===== src/rtl/bist_misr_ora.sv =====
// bist_misr_ora: MISR output response analyser that compacts CUT responses and compares against a golden signature
module bist_misr_ora #(
  parameter int WIDTH = 4,
  parameter logic [WIDTH-1:0] POLY = 4'b0011,
  parameter logic [WIDTH-1:0] SEED = 4'b0000,
  parameter int NUM_PATTERNS = 8,
  localparam int CW = $clog2(NUM_PATTERNS + 1)
) (
  input  logic             clk,
  input  logic             rst,
  input  logic             start,
  input  logic             resp_valid,
  input  logic [1:0]       dataIn,
  input  logic [WIDTH-1:0] golden_sig,
  output logic             busy,
  output logic             done,
  output logic             pass,
  output logic [WIDTH-1:0] signature,
  output logic [CW-1:0]    pattern_cnt
);
  typedef enum logic [1:0] {IDLE, RUN, CMP, DONE} state_t;
  state_t r_state, w_next_state;
  logic [WIDTH-1:0] r_sig, w_misr, w_d, w_taps;
  logic [CW-1:0] r_cnt;
  logic r_pass, w_start, w_accept, w_last, w_fb;
  assign w_start  = start & (r_state == IDLE || r_state == DONE);
  assign w_accept = resp_valid & (r_state == RUN);
  assign w_last   = w_accept & (r_cnt == CW'(NUM_PATTERNS - 1));
  assign w_d      = WIDTH'(dataIn);
  assign w_fb     = r_sig[WIDTH-1];
  assign w_taps   = {POLY[WIDTH-1:1], 1'b1} & {WIDTH{w_fb}};
  assign w_misr   = {r_sig[WIDTH-2:0], 1'b0} ^ w_taps ^ w_d;
  assign busy        = r_state == RUN || r_state == CMP;
  assign done        = r_state == DONE;
  assign pass        = r_pass;
  assign signature   = r_sig;
  assign pattern_cnt = r_cnt;
  // state register
  always_ff @(posedge clk) begin
    if (rst) r_state <= IDLE;
    else r_state <= w_next_state;
  end
  // next state: start from IDLE/DONE, leave RUN on the final beat, CMP is a single cycle
  always_comb begin
    w_next_state = r_state;
    if (w_start) w_next_state = RUN;
    else if (w_last) w_next_state = CMP;
    else if (r_state == CMP) w_next_state = DONE;
  end
  // signature, beat counter and verdict
  always_ff @(posedge clk) begin
    if (rst) begin
      r_sig  <= '0;
      r_cnt  <= '0;
      r_pass <= 1'b0;
    end else if (w_start) begin
      r_sig  <= SEED;
      r_cnt  <= '0;
      r_pass <= 1'b0;
    end else if (w_accept) begin
      r_sig <= w_misr;
      r_cnt <= r_cnt + 1'b1;
    end else if (r_state == CMP) begin
      r_pass <= r_sig == golden_sig;
    end
  end
endmodule

===== config.mk =====
export PLATFORM = sky130hd
export DESIGN_NAME = bist_misr_ora
export DESIGN_NICKNAME = d
export VERILOG_FILES = /design/src/rtl/bist_misr_ora.sv
export SDC_FILE = /design/constraint.sdc
export NUM_CORES = 1
export LEC_CHECK = 0
export CORE_ASPECT_RATIO = 1.25
export CORE_UTILIZATION = 30
export CTS_BUF_LIST = sky130_fd_sc_hd__clkbuf_4
export DETAILED_ROUTE_END_ITERATION = 6
export GPL_TIMING_DRIVEN = 0
export PLACE_DENSITY = 0.58
export SYNTH_ARGS = -nofsm -noshare
export SYNTH_HDL_FRONTEND = slang
export SYNTH_SLANG_ARGS = --single-unit

===== constraint.sdc =====
create_clock -name clk -period 1.7 [get_ports clk]
set_input_delay 0.51 -clock clk [delete_from_list [all_inputs] [get_ports clk]]
set_output_delay 0.51 -clock clk [all_outputs]
set_load 0.01 [all_outputs]

### Word level (Yosys, flattened, before mapping)

Cells that the tools add are included.

* $add $sub $neg: 1
* $mul: 0
* div/mod/pow operators: 0
* order comparisons: 0
* eq/ne operators: 5
* shift operators: 0
* multiplexer cells: 3
* bitwise operators: 6
* reduce and logical (&&, ||, !) cells: 7

Operator list (number)
* 4-bit by 2-bit bitwise XOR with 4-bit output: 2
* 4-bit by 1-bit adder with 4-bit output, second input constant: 1
* 2-bit == test, second input constant: 2
* 4-bit by 3-bit == test with 1-bit output, second input constant: 1
* 4-bit == test: 1
* 2-bit 2-to-1 mux: 2
* 1-bit AND: 3
* 3-bit nonzero test: 1
* 2-bit by 1-bit == test with 1-bit output, second input constant: 1
* 2-bit zero test: 1
* 1-bit logical OR: 2
* 2-bit AND reduction: 1
* 2-bit nonzero test: 1
* 2-bit OR reduction: 1
* 1-bit 2-to-1 mux: 1
* 1-bit NOT: 1

* bits in registers: 11
* latch bits: 0
* bits in writable memories: 0
* bits in read-only memories: 0
* output and inout port bits: 11
* logic and storage cells: 27
* memories kept: 0

### Logic depth before layout (Yosys ltp)

Gate-level depths: netlist (run 1).

* depth in word-level cells: 5
* depth in mapped cells: 6
* gate-level depth less buffers: 5

### Worst setup path after synthesis (run 1)

No wires, ideal clock.

* path type: reg-to-output
* start point: register r_state[0]
* end point: output port busy
* data arrival time: 0.797 ns
* required time: 1.190 ns
* setup slack: 0.393 ns
* stages on the path, launching flop included: 4
* path buffers: 0
* cells stage by stage: dfxtp_1 -> inv_1 -> ha_1 -> inv_1

* longest elaborated chain between the ends: 2
* elaborated cells between the ends (all ways): 3

Ends and longest elaborated chain
* start: declaration: RTL line 22 `state_t r_state, w_next_state;`
* start signal: assignment: RTL line 41 `else r_state <= w_next_state;`
* 2-bit by 1-bit == test with 1-bit output or 2-bit == test (tied branches): RTL line 33 `assign busy = r_state == RUN || r_state == CMP;`
* 1-bit logical OR (*): RTL line 33
* end: declaration: RTL line 15 `output logic busy,`

Mark *: on every way between the ends. The rest lies on a longest branch, timed or not.

### Worst setup path after layout (run 1)

Ends and elaborated chain as after synthesis.

==> impl_metrics.toml, run 1 <==
[logic_synthesis]
netlist_area_um2 = 558
synth_nets = 80
ys_warn_count = 0
synth_seq_area_share = 0.395
postSynthCellCount = 66
synth_cell_types = 23
synth_seq_cells = 11
synth_area_per_cell_um2 = 8.46

[clock_tree]
cts_buffer_depth = 2
cts_hold_buf = 0
clock_latency_ps = 260
clock-sinks = 11
cts_root_buffer = "clkbuf_4"
cts_tree = "yes"
clk_pin_slew_ps = 70
cts_buffers = 3
h-tree-depth = 1

[global_routing]
grt_usage = 0.118
antenna_found_initial = 0
grt_pass1_wl_um = 1600
overflow = 0
grt_max_degree = 10
grt_pass1_vias = 373

[worst_hold_path]
min_path_cells = 2
hold_class = "flip-flop to flip-flop"
worstHoldEndpoint = "signature[2]"
hp-start = "signature[2]"

[floorplanning]
start_util = 0.316
io_pins = 21
die_y_um = 50.2
die_w_um = 40.6
die_area_um2 = 2040
num_rows = 17
design.core.area_um2 = 1770

[route]
wl_per_cell_um = 9.81
drtAntennaViolNets = 0
wl_met2_um = 500
drtPass1Iterations = 6
drt-met1-wl_um = 546
wl_um = 1080
wl_met3_um = 32
route.vias.total = 489
highest_layer = "met3"
drt_iter0_markers = 13
via_per_inst = 4.45
drc = 1

[worst_setup_path]
r2r_cells = 5
crit_path_max_fanout = 3
crit_path_end_kind = "output port"
cp.required_ps = 1190
r2r_end = "signature[1]"
reg2reg_slack_ps = 270
cp_slowest_stage_delay_ps = 350
criticalPathCategory = "flip-flop to output port"
startpoint_type = "flip-flop"
cp_cell_sequence = "inv_2 > ha_4 > inv_1 > buf_2"
cp_slowest_cell = "dfxtp_2"
rr_startpoint = "r_state[0]"
crit_arrival_ps = 1070

[power_and_ir_drop]
pwr-share-clk = 0.358
switching_share = 0.231
p_leak_uw = 0.000375
ir_drop_mv = 0.297
switchingPower_uw = 124
intPower_uw = 414
p_per_area_nw_per_um2 = 647
combPwrFrac = 0.143
seq_power_share = 0.499

[timing]
fin_skew_ps = 2.55
final-max-slew-violation-count = 0
finalSetupViolations = 0
slew_headroom = 0.763
rsz0062_at_grt = "no"
worst_slew_pin_slew_ps = 355
fmax_mhz = 632
fin_ws_ps = 118
finalCriticalPeriod_ps = 1580
finalCritPeriodShare = 0.930
finalHoldViolCount = 0

[cells_and_area]
insertedDiodeCount = 0
areaGrowthSynthToFinish_pct = 48.9
layout.cells.non_filler = 110
fillerInstances = 189
fin_nets = 106
layout-drive-gt1-share = 0.198
seqCellArea_um2 = 229
final_common_cell = "nand2_1"
multi_input_area_um2 = 315
layout_common_cells = "11 x nand2_1, 9 x clkdlybuf4s50_1, 8 x dlygate4sd2_1"

[placement]
placedCellCount = 105
gp_congestion = 0.723
io_buffers = 20
hpwl_um = 819
place_ws_ps = -138

[status]
violations = "design-rule violations"
status = "complete, but fails checks"

[job]
maxCapViolCount = 0
==> cells in the mapped netlist <==
| cell | instances | share of area |
|---|---|---|
| a211oi_1 | 1 | 0.013 |
| a21oi_1 | 6 | 0.054 |
| a31oi_1 | 1 | 0.011 |
| and2_1 | 1 | 0.011 |
| buf_2 | 1 | 0.0090 |
| buf_4 | 2 | 0.027 |
| clkbuf_1 | 1 | 0.0067 |
| dfxtp_1 | 11 | 0.39 |
| ha_1 | 4 | 0.090 |
| inv_1 | 3 | 0.020 |
| nand2_1 | 11 | 0.074 |
| nand2b_1 | 1 | 0.011 |
| nand3_1 | 3 | 0.027 |
| nand3b_1 | 1 | 0.013 |
| nand4_1 | 1 | 0.011 |
| nor2_1 | 3 | 0.020 |
| nor3_1 | 1 | 0.0090 |
| o21ai_0 | 2 | 0.018 |
| o31a_1 | 1 | 0.016 |
| o32ai_1 | 1 | 0.016 |
| or3_1 | 2 | 0.022 |
| xnor2_1 | 7 | 0.11 |
| xor2_1 | 1 | 0.016 |
==> worst max path at each step <==
stage,startpoint,end,slack (ps),cells after the start
2_1_floorplan,r_state[0],busy,390,3
3_3_place_gp,r_state[0],busy,-120,4
3_5_place_dp,r_state[0],busy,-140,4
4_1_cts,r_state[0],busy,2,4
5_1_grt,resp_valid,r_state[0],50,4
6_report,r_state[0],busy,120,4
==> logic make-up after synthesis <==
group,share of synthesized area
AOI/OAI and AO/OA,0.128
buffers and inverters,0.0628
adders and majority gates,0.0897
xor gates and xnor gates,0.126
DFF,0.395
and+or+nand+nor,0.200
==> critical path: cells and delay by family (launching register included) <==
kind,cells,cell delay [ps]
fa+ha+maj,1,260
flops,1,350
buf+inv,3,200
==> power by group through the flow <==
| stage | Clock (uW) | Sequential (uW) | Combinational (uW) |
|---|---|---|---|
| after floorplan | 0 | 274 | 36.0 |
| after global placement | 0 | 274 | 75.0 |
| after detailed placement | 0 | 274 | 75.0 |
| after CTS | 201 | 269 | 75.5 |
| after global routing | 216 | 269 | 84.5 |
| final | 192 | 268 | 77.0 |
==> per-layer routing <==
layer	vias to the layer above	track usage
met5	-	0
met2	11	0.148
met1	209	0.162
met3	0	0.0265
li1	269	-
met4	0	0.100
==> stage by stage <==
stage          area [um^2]  hold WS [ps]  TNS, ps   util  power [uW]
6_report               831           481        0  0.471         538
3_5_place_dp           782           481     -404  0.443         349
4_1_cts                825           483        0  0.467         545
2_1_floorplan          558           470        0      -         310
5_1_grt                831           503        0  0.471         570
3_3_place_gp           782           471     -357  0.443         349
==> area by class of cell <==
cell class | instances | share of cell area
tap | 19 | 0.0286
clock buffer | 4 | 0.0361
inverter | 3 | 0.0136
multi-input combinational | 48 | 0.380
timing repair buffer | 21 | 0.238
sequential | 11 | 0.276
buffer | 4 | 0.0286
==> flip-flops by register name (all words and copies together) (netlist names) <==
signal	cells
pass	1
pattern_cnt	4
r_state	2
signature	4
==> repair_timing <==
item | CTS | global route
buffers inserted | 0 | 1
setup endpoints to repair | 10 | 3
gates resized for setup | 20 | 3
(Power assumes the default switching activity.)
==> inputs of run 2 (changes only) <==
--- a/config.mk
+++ b/config.mk
@@ -5,7 +5,7 @@
 export SDC_FILE = /design/constraint.sdc
 export NUM_CORES = 1
 export LEC_CHECK = 0
-export CORE_ASPECT_RATIO = 1.25
+export CORE_ASPECT_RATIO = 1.1
 export CORE_UTILIZATION = 30
 export CTS_BUF_LIST = sky130_fd_sc_hd__clkbuf_4
 export DETAILED_ROUTE_END_ITERATION = 6
==> constraint.sdc (replaced) <==
create_clock -name clk -period 1.6 [get_ports clk]
set_input_delay 0.48 -clock clk [delete_from_list [all_inputs] [get_ports clk]]
set_output_delay 0.48 -clock clk [all_outputs]
set_load 0.01 [all_outputs]
==> impl_metrics.toml, run 2 (same netlist as run 1, synthesis figures left out) <==
[clock_tree]
clock_latency_ps = 270
cts_root_buffer = "clkbuf_4"
cts_tree = "yes"
clk_pin_slew_ps = 80
h-tree-depth = 1
clock-sinks = 11
cts_buffers = 3
cts_hold_buf = 0
cts_buffer_depth = 2

[worst_setup_path]
cp_cell_sequence = "ha_1 > dlygate4sd2_1"
crit_path_max_fanout = 4
criticalPathCategory = "flip-flop to output port"
crit_family = "flip-flops"
r2r_end = "signature[1]"
rr_startpoint = "r_state[0]"
cp-startpoint = "r_state[1]"
cp_slowest_stage_delay_ps = 350
startpoint_type = "flip-flop"
crit_arrival_ps = 1070
crit_path_end_kind = "output port"
reg2reg_slack_ps = 150
cp.required_ps = 1120
crit_buf_inv = 1
cp_slowest_cell = "dfxtp_2"
r2r_cells = 5

[cells_and_area]
areaGrowthSynthToFinish_pct = 50.0
design_area_um2 = 837
layout_common_cells = "11 x nand2_1, 10 x dlygate4sd2_1, 9 x clkdlybuf4s50_1"
fin_nets = 108
final_common_cell = "nand2_1"
layout-drive-gt1-share = 0.237
insertedDiodeCount = 0
utilization = 0.507

[global_routing]
grt_usage = 0.135
grt_pass1_vias = 430
grt_pass1_wl_um = 2000
overflow = 0
antenna_found_initial = 0
grt_max_degree = 10

[timing]
final-max-slew-violation-count = 0
finalHoldViolCount = 0
finalCriticalPeriod_ps = 1550
fmax_mhz = 645
rsz0062_at_grt = "no"
fin_skew_ps = 7.98
finalCritPeriodShare = 0.969
fin_ws_ps = 49.9
finalSetupViolations = 0
slew_headroom = 0.763
worst_slew_pin_slew_ps = 356
whs_ps = 485

[floorplanning]
num_rows = 15
die_area_um2 = 2040
die_w_um = 43.1
start_util = 0.338
die_y_um = 47.2
design.core.area_um2 = 1650
io_pins = 21

[route]
drtPass1Iterations = 4
drt_iter0_markers = 7
via_per_inst = 4.74
route.vias.total = 521
wl_per_cell_um = 10.9
wl_um = 1200
drtAntennaViolNets = 0
drc = 0

[status]
status = "completed"

[power_and_ir_drop]
p_leak_uw = 0.000356
p_per_area_nw_per_um2 = 689
ir_drop_mv = 0.308

[worst_hold_path]
hp-start = "signature[1]"
worstHoldEndpoint = "signature[2]"
hold_class = "flip-flop to flip-flop"
min_path_cells = 2

[placement]
gp_congestion = 0.733
hpwl_um = 854
io_buffers = 20
place_ws_ps = -217
placed_area_um2 = 779

[job]
maxCapViolCount = 0
[run 2: how the worst max path moves through the flow]
stage | end | slack (ps) | cells past startpoint
2_1_floorplan | busy | 320 | 3
3_3_place_gp | busy | -200 | 4
3_5_place_dp | busy | -220 | 4
4_1_cts | busy | 40 | 4
5_1_grt | busy | 0.7 | 4
6_report | done | 50 | 2
[run 2: layer usage]
metal  global-route usage  vias up  share of wire
met1                0.194      231           0.51
met4               0.0545        0          0.010
met3               0.0500        2          0.056
li1                     -      273              -
met2                0.179       15           0.43
met5                    0        -              0
[run 2: area by class of cell]
class	count	area [um^2]
plain buffers	4	23.8
clock buffers	4	30.0
fillers	173	815
inverters	3	11.3
multi-input cells	48	315
flip-flops and latches	11	230
well taps	17	21.3
repair buffers	23	205
[run 2: report_power, final]
part	internal, uW	total [uW]	switching, uW
Combinational	48.9	85.5	36.7
Sequential	280	286	5.88
Clock	113	206	92.6
[run 2: timing repair]
action / 4_1_cts / 5_1_grt
setup endpoints to repair: 11 / 1
buffers inserted: 2 / 1
gates resized for setup: 24 / 1
pin swaps: 0 / 1
[run 2: tightest hold or removal path, cell delays in order (launching register included)]
cell	delay (ps)
dfxtp_2	340
nand2_1	50
a21oi_1	50
[run 2: per-stage QoR]
stage / instances / setup TNS, ps / power (uW)
floorplan: 66 / 0 / 329
global placement: 103 / -717 / 371
detailed placement: 103 / -801 / 372
CTS: 109 / 0 / 579
global route: 110 / 0 / 614
finish: 110 / 0 / 577
